<file path="config.mk">
export PLATFORM = sky130hd
export DESIGN_NAME = voice_allocator
export DESIGN_NICKNAME = d
export VERILOG_FILES = /design/src/rtl/synth_pkg.sv /design/src/rtl/voice_slot.sv /design/src/rtl/voice_allocator.sv
export SDC_FILE = /design/constraint.sdc
export NUM_CORES = 1
export LEC_CHECK = 0
export CAP_MARGIN = 10
export CORE_MARGIN = 2
export CORE_UTILIZATION = 65
export CTS_CLUSTER_SIZE = 8
export DETAILED_ROUTE_END_ITERATION = 7
export DONT_BUFFER_PORTS = 1
export PLACE_DENSITY = 0.78
export SYNTH_ARGS = -nofsm -noshare
export SYNTH_HDL_FRONTEND = slang
export SYNTH_SLANG_ARGS = --single-unit
</file>
<file path="constraint.sdc">
create_clock -name clk -period 10.75 [get_ports clk]
set_input_delay 3.225 -clock clk [delete_from_list [all_inputs] [get_ports clk]]
set_output_delay 3.225 -clock clk [all_outputs]
set_load 0.02 [all_outputs]
</file>
<file path="src/rtl/synth_pkg.sv">
// Shared types for the synth voice path: MIDI field widths, the decoded
// note event and the voice allocator FSM encoding.
package synth_pkg;

   localparam int NOTE_W = 7;
   localparam int VEL_W  = 7;

   typedef struct packed {
      logic              on;
      logic [NOTE_W-1:0] note;
      logic [VEL_W-1:0]  vel;
   } note_ev_t;

   typedef enum logic [1:0] {
      ST_IDLE   = 2'd0,
      ST_SCAN   = 2'd1,
      ST_COMMIT = 2'd2
   } alloc_state_t;

endpackage

</file>
<file path="src/rtl/voice_slot.sv">
// One voice of the pool: gate, note, velocity and saturating age, updated
// only on commands from the allocator FSM.
module voice_slot
   import synth_pkg::*;
#(
   parameter int AGE_W = 8
) (
   input  logic              clk,
   input  logic              rst_n,
   input  logic              clear,
   input  logic              load,
   input  logic              rel,
   input  logic              inc,
   input  logic [NOTE_W-1:0] ld_note,
   input  logic [VEL_W-1:0]  ld_vel,
   output logic              gate,
   output logic [NOTE_W-1:0] note,
   output logic [VEL_W-1:0]  vel,
   output logic [AGE_W-1:0]  age
);

   function automatic logic [AGE_W-1:0] sat_inc(input logic [AGE_W-1:0] a);
      return (a == '1) ? a : a + 1'b1;
   endfunction

   // Panic clear wins over everything; a released voice keeps its note/vel/age.
   always_ff @(posedge clk or negedge rst_n) begin
      if (!rst_n) begin
         gate <= 1'b0;
         note <= '0;
         vel  <= '0;
         age  <= '0;
      end else if (clear) begin
         gate <= 1'b0;
         age  <= '0;
      end else if (load) begin
         gate <= 1'b1;
         note <= ld_note;
         vel  <= ld_vel;
         age  <= '0;
      end else begin
         if (rel)
            gate <= 1'b0;
         if (inc && gate)
            age <= sat_inc(age);
      end
   end

endmodule

</file>
<file path="src/rtl/voice_allocator.sv">
// Polyphonic voice allocator: accepts note events, scans the pool one voice
// per cycle, then retriggers a matching voice, takes a free one or steals the oldest.
module voice_allocator
   import synth_pkg::*;
#(
   parameter int NVOICES  = 6,
   parameter bit STEAL_EN = 1'b1,
   parameter int AGE_W    = 8
) (
   input  logic                      clk,
   input  logic                      rst_n,
   input  logic                      ev_valid,
   output logic                      ev_ready,
   input  logic                      ev_on,
   input  logic [NOTE_W-1:0]         ev_note,
   input  logic [VEL_W-1:0]          ev_vel,
   input  logic                      all_off,
   output logic [NVOICES-1:0]        voice_gate,
   output logic [NVOICES-1:0]        voice_trig,
   output logic [NVOICES*NOTE_W-1:0] voice_note,
   output logic [NVOICES*VEL_W-1:0]  voice_vel,
   output logic                      stolen,
   output logic                      dropped
);

   localparam int IDX_W = (NVOICES > 1) ? $clog2(NVOICES) : 1;
   localparam logic [IDX_W-1:0] LAST_IDX = IDX_W'(NVOICES - 1);

   alloc_state_t       state, state_nx;
   note_ev_t           ev;
   logic [IDX_W-1:0]   idx, match_idx, free_idx, old_idx, tgt_idx;
   logic               match_found, free_found, old_found;
   logic [AGE_W-1:0]   old_age;
   logic               accept, commit, tgt_valid, tgt_steal;
   logic [NVOICES-1:0] gate_v, load_v, rel_v, inc_v, trig_q;
   logic               stolen_q, dropped_q;
   logic [NOTE_W-1:0]  note_a [NVOICES];
   logic [VEL_W-1:0]   vel_a  [NVOICES];
   logic [AGE_W-1:0]   age_a  [NVOICES];

   assign ev_ready = (state == ST_IDLE);
   assign accept   = ev_valid && ev_ready && !all_off;
   assign commit   = (state == ST_COMMIT) && !all_off;

   always_ff @(posedge clk or negedge rst_n) begin
      if (!rst_n)
         state <= ST_IDLE;
      else
         state <= state_nx;
   end

   always_comb begin
      state_nx = state;
      case (state)
         ST_IDLE:   if (ev_valid) state_nx = ST_SCAN;
         ST_SCAN:   if (idx == LAST_IDX) state_nx = ST_COMMIT;
         ST_COMMIT: state_nx = ST_IDLE;
         default:   state_nx = ST_IDLE;
      endcase
      if (all_off)
         state_nx = ST_IDLE;
   end

   // Scan: strict compares keep the lowest index on ties.
   always_ff @(posedge clk or negedge rst_n) begin
      if (!rst_n) begin
         ev          <= '0;
         idx         <= '0;
         match_found <= 1'b0;
         free_found  <= 1'b0;
         old_found   <= 1'b0;
         match_idx   <= '0;
         free_idx    <= '0;
         old_idx     <= '0;
         old_age     <= '0;
      end else if (accept) begin
         ev.on       <= ev_on && (ev_vel != '0);
         ev.note     <= ev_note;
         ev.vel      <= ev_vel;
         idx         <= '0;
         match_found <= 1'b0;
         free_found  <= 1'b0;
         old_found   <= 1'b0;
      end else if (state == ST_SCAN) begin
         if (gate_v[idx] && note_a[idx] == ev.note && !match_found) begin
            match_found <= 1'b1;
            match_idx   <= idx;
         end
         if (!gate_v[idx] && !free_found) begin
            free_found <= 1'b1;
            free_idx   <= idx;
         end
         if (gate_v[idx] && (!old_found || age_a[idx] > old_age)) begin
            old_found <= 1'b1;
            old_idx   <= idx;
            old_age   <= age_a[idx];
         end
         idx <= idx + 1'b1;
      end
   end

   always_comb begin
      tgt_valid = 1'b0;
      tgt_steal = 1'b0;
      tgt_idx   = '0;
      if (ev.on) begin
         if (match_found) begin
            tgt_valid = 1'b1;
            tgt_idx   = match_idx;
         end else if (free_found) begin
            tgt_valid = 1'b1;
            tgt_idx   = free_idx;
         end else if (STEAL_EN && old_found) begin
            tgt_valid = 1'b1;
            tgt_steal = 1'b1;
            tgt_idx   = old_idx;
         end
      end
   end

   for (genvar i = 0; i < NVOICES; i++) begin : g_voice
      assign load_v[i] = commit && tgt_valid && (tgt_idx == IDX_W'(i));
      assign inc_v[i]  = commit && tgt_valid && (tgt_idx != IDX_W'(i));
      assign rel_v[i]  = commit && !ev.on && gate_v[i] && (note_a[i] == ev.note);

      voice_slot #(.AGE_W(AGE_W)) u_slot (
         .clk     (clk),
         .rst_n   (rst_n),
         .clear   (all_off),
         .load    (load_v[i]),
         .rel     (rel_v[i]),
         .inc     (inc_v[i]),
         .ld_note (ev.note),
         .ld_vel  (ev.vel),
         .gate    (gate_v[i]),
         .note    (note_a[i]),
         .vel     (vel_a[i]),
         .age     (age_a[i])
      );

      assign voice_note[NOTE_W*i +: NOTE_W] = note_a[i];
      assign voice_vel[VEL_W*i +: VEL_W]    = vel_a[i];
   end

   // Commit-edge pulses, visible for exactly the following cycle.
   always_ff @(posedge clk or negedge rst_n) begin
      if (!rst_n) begin
         trig_q    <= '0;
         stolen_q  <= 1'b0;
         dropped_q <= 1'b0;
      end else begin
         trig_q    <= load_v;
         stolen_q  <= commit && tgt_steal;
         dropped_q <= commit && ev.on && !tgt_valid;
      end
   end

   assign voice_gate = gate_v;
   assign voice_trig = trig_q;
   assign stolen     = stolen_q;
   assign dropped    = dropped_q;

endmodule

</file>
==> run summary <==
The fraction of layout instances using a drive strength above 1 is 0.193. The tree built by TritonCTS fans out to roughly 190 sinks. The number of buffers inserted by port buffering came out at 0. The worst hold path belongs to the class reg -> reg. In the finished design, the share of the clock period the worst path needs comes to 0.472. The DRC violation count after routing came out at 0. The top-level I/O count came out at between 100 and 150. The summed instance area of the synthesized netlist is between 0.009 and 0.01 mm2. The net switching power of the design is 0.534 mW. The clock tree from TritonCTS is built.

The number of antenna diodes came out at 0. No sink is reached through more buffers than the 2 on the longest clock path. The post-synthesis cell count is approximately 840. The leakage dissipation came out at between 4 and 5 nW. The tree is rooted in a sky130_fd_sc_hd__clkbuf_16. The total number of yosys warnings came out at 0. The maximum ir drop on the vdd rail came out at around 0.00013 V. The area taken by flip-flops and latches came out at approximately 0.0047 mm2. The top achievable clock speed came out at 0.197 GHz.

The flow ran to the end, and the final reports show no timing, DRC or antenna violations. The fill cell total of the finished layout is 1,028. The post-CTS setup repair buffer count is 0. In the synthesized netlist the async set-or-reset flop fraction comes to 1.00. The number of global-route vias before repair was ~6,700. The first global-routing pass estimated 36.7 mm of wire.

After detailed placement, the total cell area comes to 0.00955 mm2. The internal power component came out at around 1.2 mW. Once detailed placement completed, the half-perimeter wirelength came to roughly 15 mm. The via total after detailed routing came out at 6,551. The final estimated routing congestion in global placement came out at roughly 0.89.

The global-route usage over all layers is 0.303. The remaining global-route overflow is 0. The count of unique library cells instantiated by Yosys is between 50 and 60. The endpoint required time on the critical path came out at around 11 ns. The via density per instance came out at 6.46.

In this run the mean area of a mapped cell was around 11 um2. Tracing the worst setup path back leads to its startpoint at all_off. The final wirelength came out at 22.7 mm. The count of hold-fix buffers inserted at cts came out at 0. The setup slack on the worst flop-to-flop path came out at 6.79 ns. The height of the die is 125 um. The number of gates given a new drive strength after cts is 0.

Setup repair after global routing left no endpoint under its margin. The average wire length per cell after detail routing came out at roughly 22 um. The cell depth of the worst hold path came out at 1. The largest net degree at the start of global routing is between 150 and 200. The post-synthesis net count is between 800 and 900.

The floorplan step defined a die boundary enclosing 0.0156 mm2. The most used flip-flop cell after synthesis is sky130_fd_sc_hd__dfrtp_1. The DRC violation total after the first TritonRoute iteration is 488. The post-route cell area came out at between 0.01 and 0.015 mm2. The worst register-to-register path has a depth of 11.

The total number of nets in the final design is 852. The slew at the pin closest to its max-slew limit came out at ~1.1 ns. In this run, synthesis produced a sequential element count of 186.

The arrival time reported for the critical path endpoint is 5.41 ns. The number of antenna violations at the first check in global routing is 0. The clock-pin slew on the worst setup and hold paths is ~0.080 ns. The largest fanout on the critical path is 38. Across the run, the number of max-cap violations was 0. The number of nets still failing antenna checks after routing came out at 0. The number of levels in the clock H-tree came out at 4. The share of total power dissipated in combinational logic is 0.146. The starting density of the core came out at 0.658.

The width of the die came out at about 120 um. Headroom to the max-slew limit came out at 0.297. The length of the first detailed-routing pass in iterations came out at 5. The power density over cell area came out at 170 mW/mm2. The worst min-delay path startpoint is match_idx[2]. The count of flip-flops with a built-in enable after synthesis is 0. The smallest clock period supported by the final layout is computed as 5.08 ns. By startpoint and endpoint, the worst setup path is classified as in -> reg. The aggregate negative setup slack is 0 ns. The number of setup violations in the final report is 0. The area of combinational cells with multiple inputs came out at 0.00454 mm2. The final setup skew came out at 0.0120 ns. The number of max-slew violations in the final report came out at 0.

Of the total power, the clock network draws 0.394. The startpoint identified for the worst register-to-register timing path is idx[1]. The clock latency on the worst-skew pair came out at around 0.45 ns.

The area of the placeable core is 0.0144 mm2. Of the total power, the share spent switching nets is 0.309. The share of the Yosys chip area taken by registers is 0.490.

The number of rows created at floorplan is 44. The hold violation count in the final report came out at 0. The TritonCTS buffer count is 17. The sequential power share is 0.460. The endpoint type of the worst setup path is a register. STA classifies the critical path startpoint as an input port. The area growth from synthesis to layout is 7.40%.
## synthesized netlist by cell type, drive strengths merged (11+ instances only)
master | n | area (um2)
clkbuf | 26 | 97.6
buf | 27 | 155
mux2 | 99 | 1110
ha | 16 | 200
xnor2 | 60 | 526
and3 | 15 | 93.8
xor2 | 27 | 236
mux2i | 38 | 380
inv | 17 | 63.8
nor3 | 46 | 235
dfrtp | 186 | 4650
o21ai | 25 | 125
nand3 | 32 | 165
nand4 | 20 | 131
mux4 | 11 | 255
nand2 | 82 | 308
nor2 | 31 | 116
## path summary, 6_finish.rpt
check,to
worst max register to register,old_idx[1]
worst max-delay path,g_voice[4].u_slot.note[3]
worst min register to register,match_idx[2]
max in group asynchronous,old_age[0]
min in group asynchronous,g_voice[3].u_slot.age[4]
worst min-delay path,match_idx[2]
## routing by layer
metal	share of wire	global-route usage	wire length [um]
met1	0.41	0.398	9270
met2	0.49	0.481	11100
met3	0.078	0.0962	1770
met4	0.024	0.105	556
met5	0	0	0
## power by group through the flow
stage / Clock (mW) / Combinational (mW) / Sequential [mW]
5_1_grt: 0.715 / 0.275 / 0.804
2_1_floorplan: 0 / 0.246 / 0.760
3_5_place_dp: 0 / 0.246 / 0.808
4_1_cts: 0.686 / 0.250 / 0.795
6_report: 0.682 / 0.253 / 0.796
3_3_place_gp: 0 / 0.240 / 0.806
## through the flow
step	util	setup slack [ns]	hold WS, ns	total power, mW	std cells
2_1_floorplan	-	5.81	0.458	1.01	843
3_3_place_gp	0.662	5.36	0.473	1.05	982
3_5_place_dp	0.662	5.21	0.484	1.05	982
4_1_cts	0.707	5.66	0.501	1.73	1014
5_1_grt	0.707	5.50	0.522	1.79	1014
6_report	0.707	5.67	0.495	1.73	1014
## area by class of cell
type                       instances  area share
sequential                       186       0.456
multi-input combinational        586       0.445
clock buffer                      18      0.0421
tap                              184      0.0226
clock inverter                    14      0.0213
inverter                          18     0.00662
timing repair buffer               8     0.00589
## cells in the final DEF, fill, tap and decap left out, types with 17 or more instances in the layout
| cell | count |
|---|---|
| sky130_fd_sc_hd__dfrtp_1 | 185 |
| sky130_fd_sc_hd__xnor2_1 | 60 |
| sky130_fd_sc_hd__xor2_1 | 27 |
| sky130_fd_sc_hd__clkbuf_16 | 17 |
| sky130_fd_sc_hd__nor3_1 | 45 |
| sky130_fd_sc_hd__mux2i_1 | 38 |
| sky130_fd_sc_hd__nand3_1 | 31 |
| sky130_fd_sc_hd__nand4_1 | 19 |
| sky130_fd_sc_hd__mux2_2 | 96 |
| sky130_fd_sc_hd__nand2_1 | 82 |
| sky130_fd_sc_hd__o21ai_0 | 24 |
| sky130_fd_sc_hd__inv_1 | 17 |
| sky130_fd_sc_hd__nor2_1 | 29 |
## state kept, by name, summed over array words and instances, names as in the netlist
register and flops:
stolen 1, free_found 1, idx 3, g_voice.u_slot.gate 6, old_found 1, g_voice.u_slot.age 48, ev 15, old_idx 3
match_idx 3, free_idx 3, g_voice.u_slot.note 42, g_voice.u_slot.vel 42, old_age 8, voice_trig 6, dropped 1, match_found 1
state 2
## worst max-delay path, cell delays in order
cell and delay [ns]:
sky130_fd_sc_hd__and4bb_2 0.33, sky130_fd_sc_hd__and2_1 0.38, sky130_fd_sc_hd__nand2b_1 0.19, sky130_fd_sc_hd__nor2_2 0.62, sky130_fd_sc_hd__buf_4 0.31, sky130_fd_sc_hd__mux2_2 0.34
## kinds of logic (layout without fill, tap and decap cells)
group                      after synthesis  count (layout)  synth area share
adders and majority gates               16              16            0.0211
muxes                                  148             148             0.184
xor gates and xnor gates                87              87            0.0802
DFF                                    186             186             0.490
and+or+nand+nor                        279             279             0.153
buffers and inverters                   71              58            0.0337
AOI/OAI and AO/OA                       56              56            0.0375
Power figures use the tool's default switching activity.
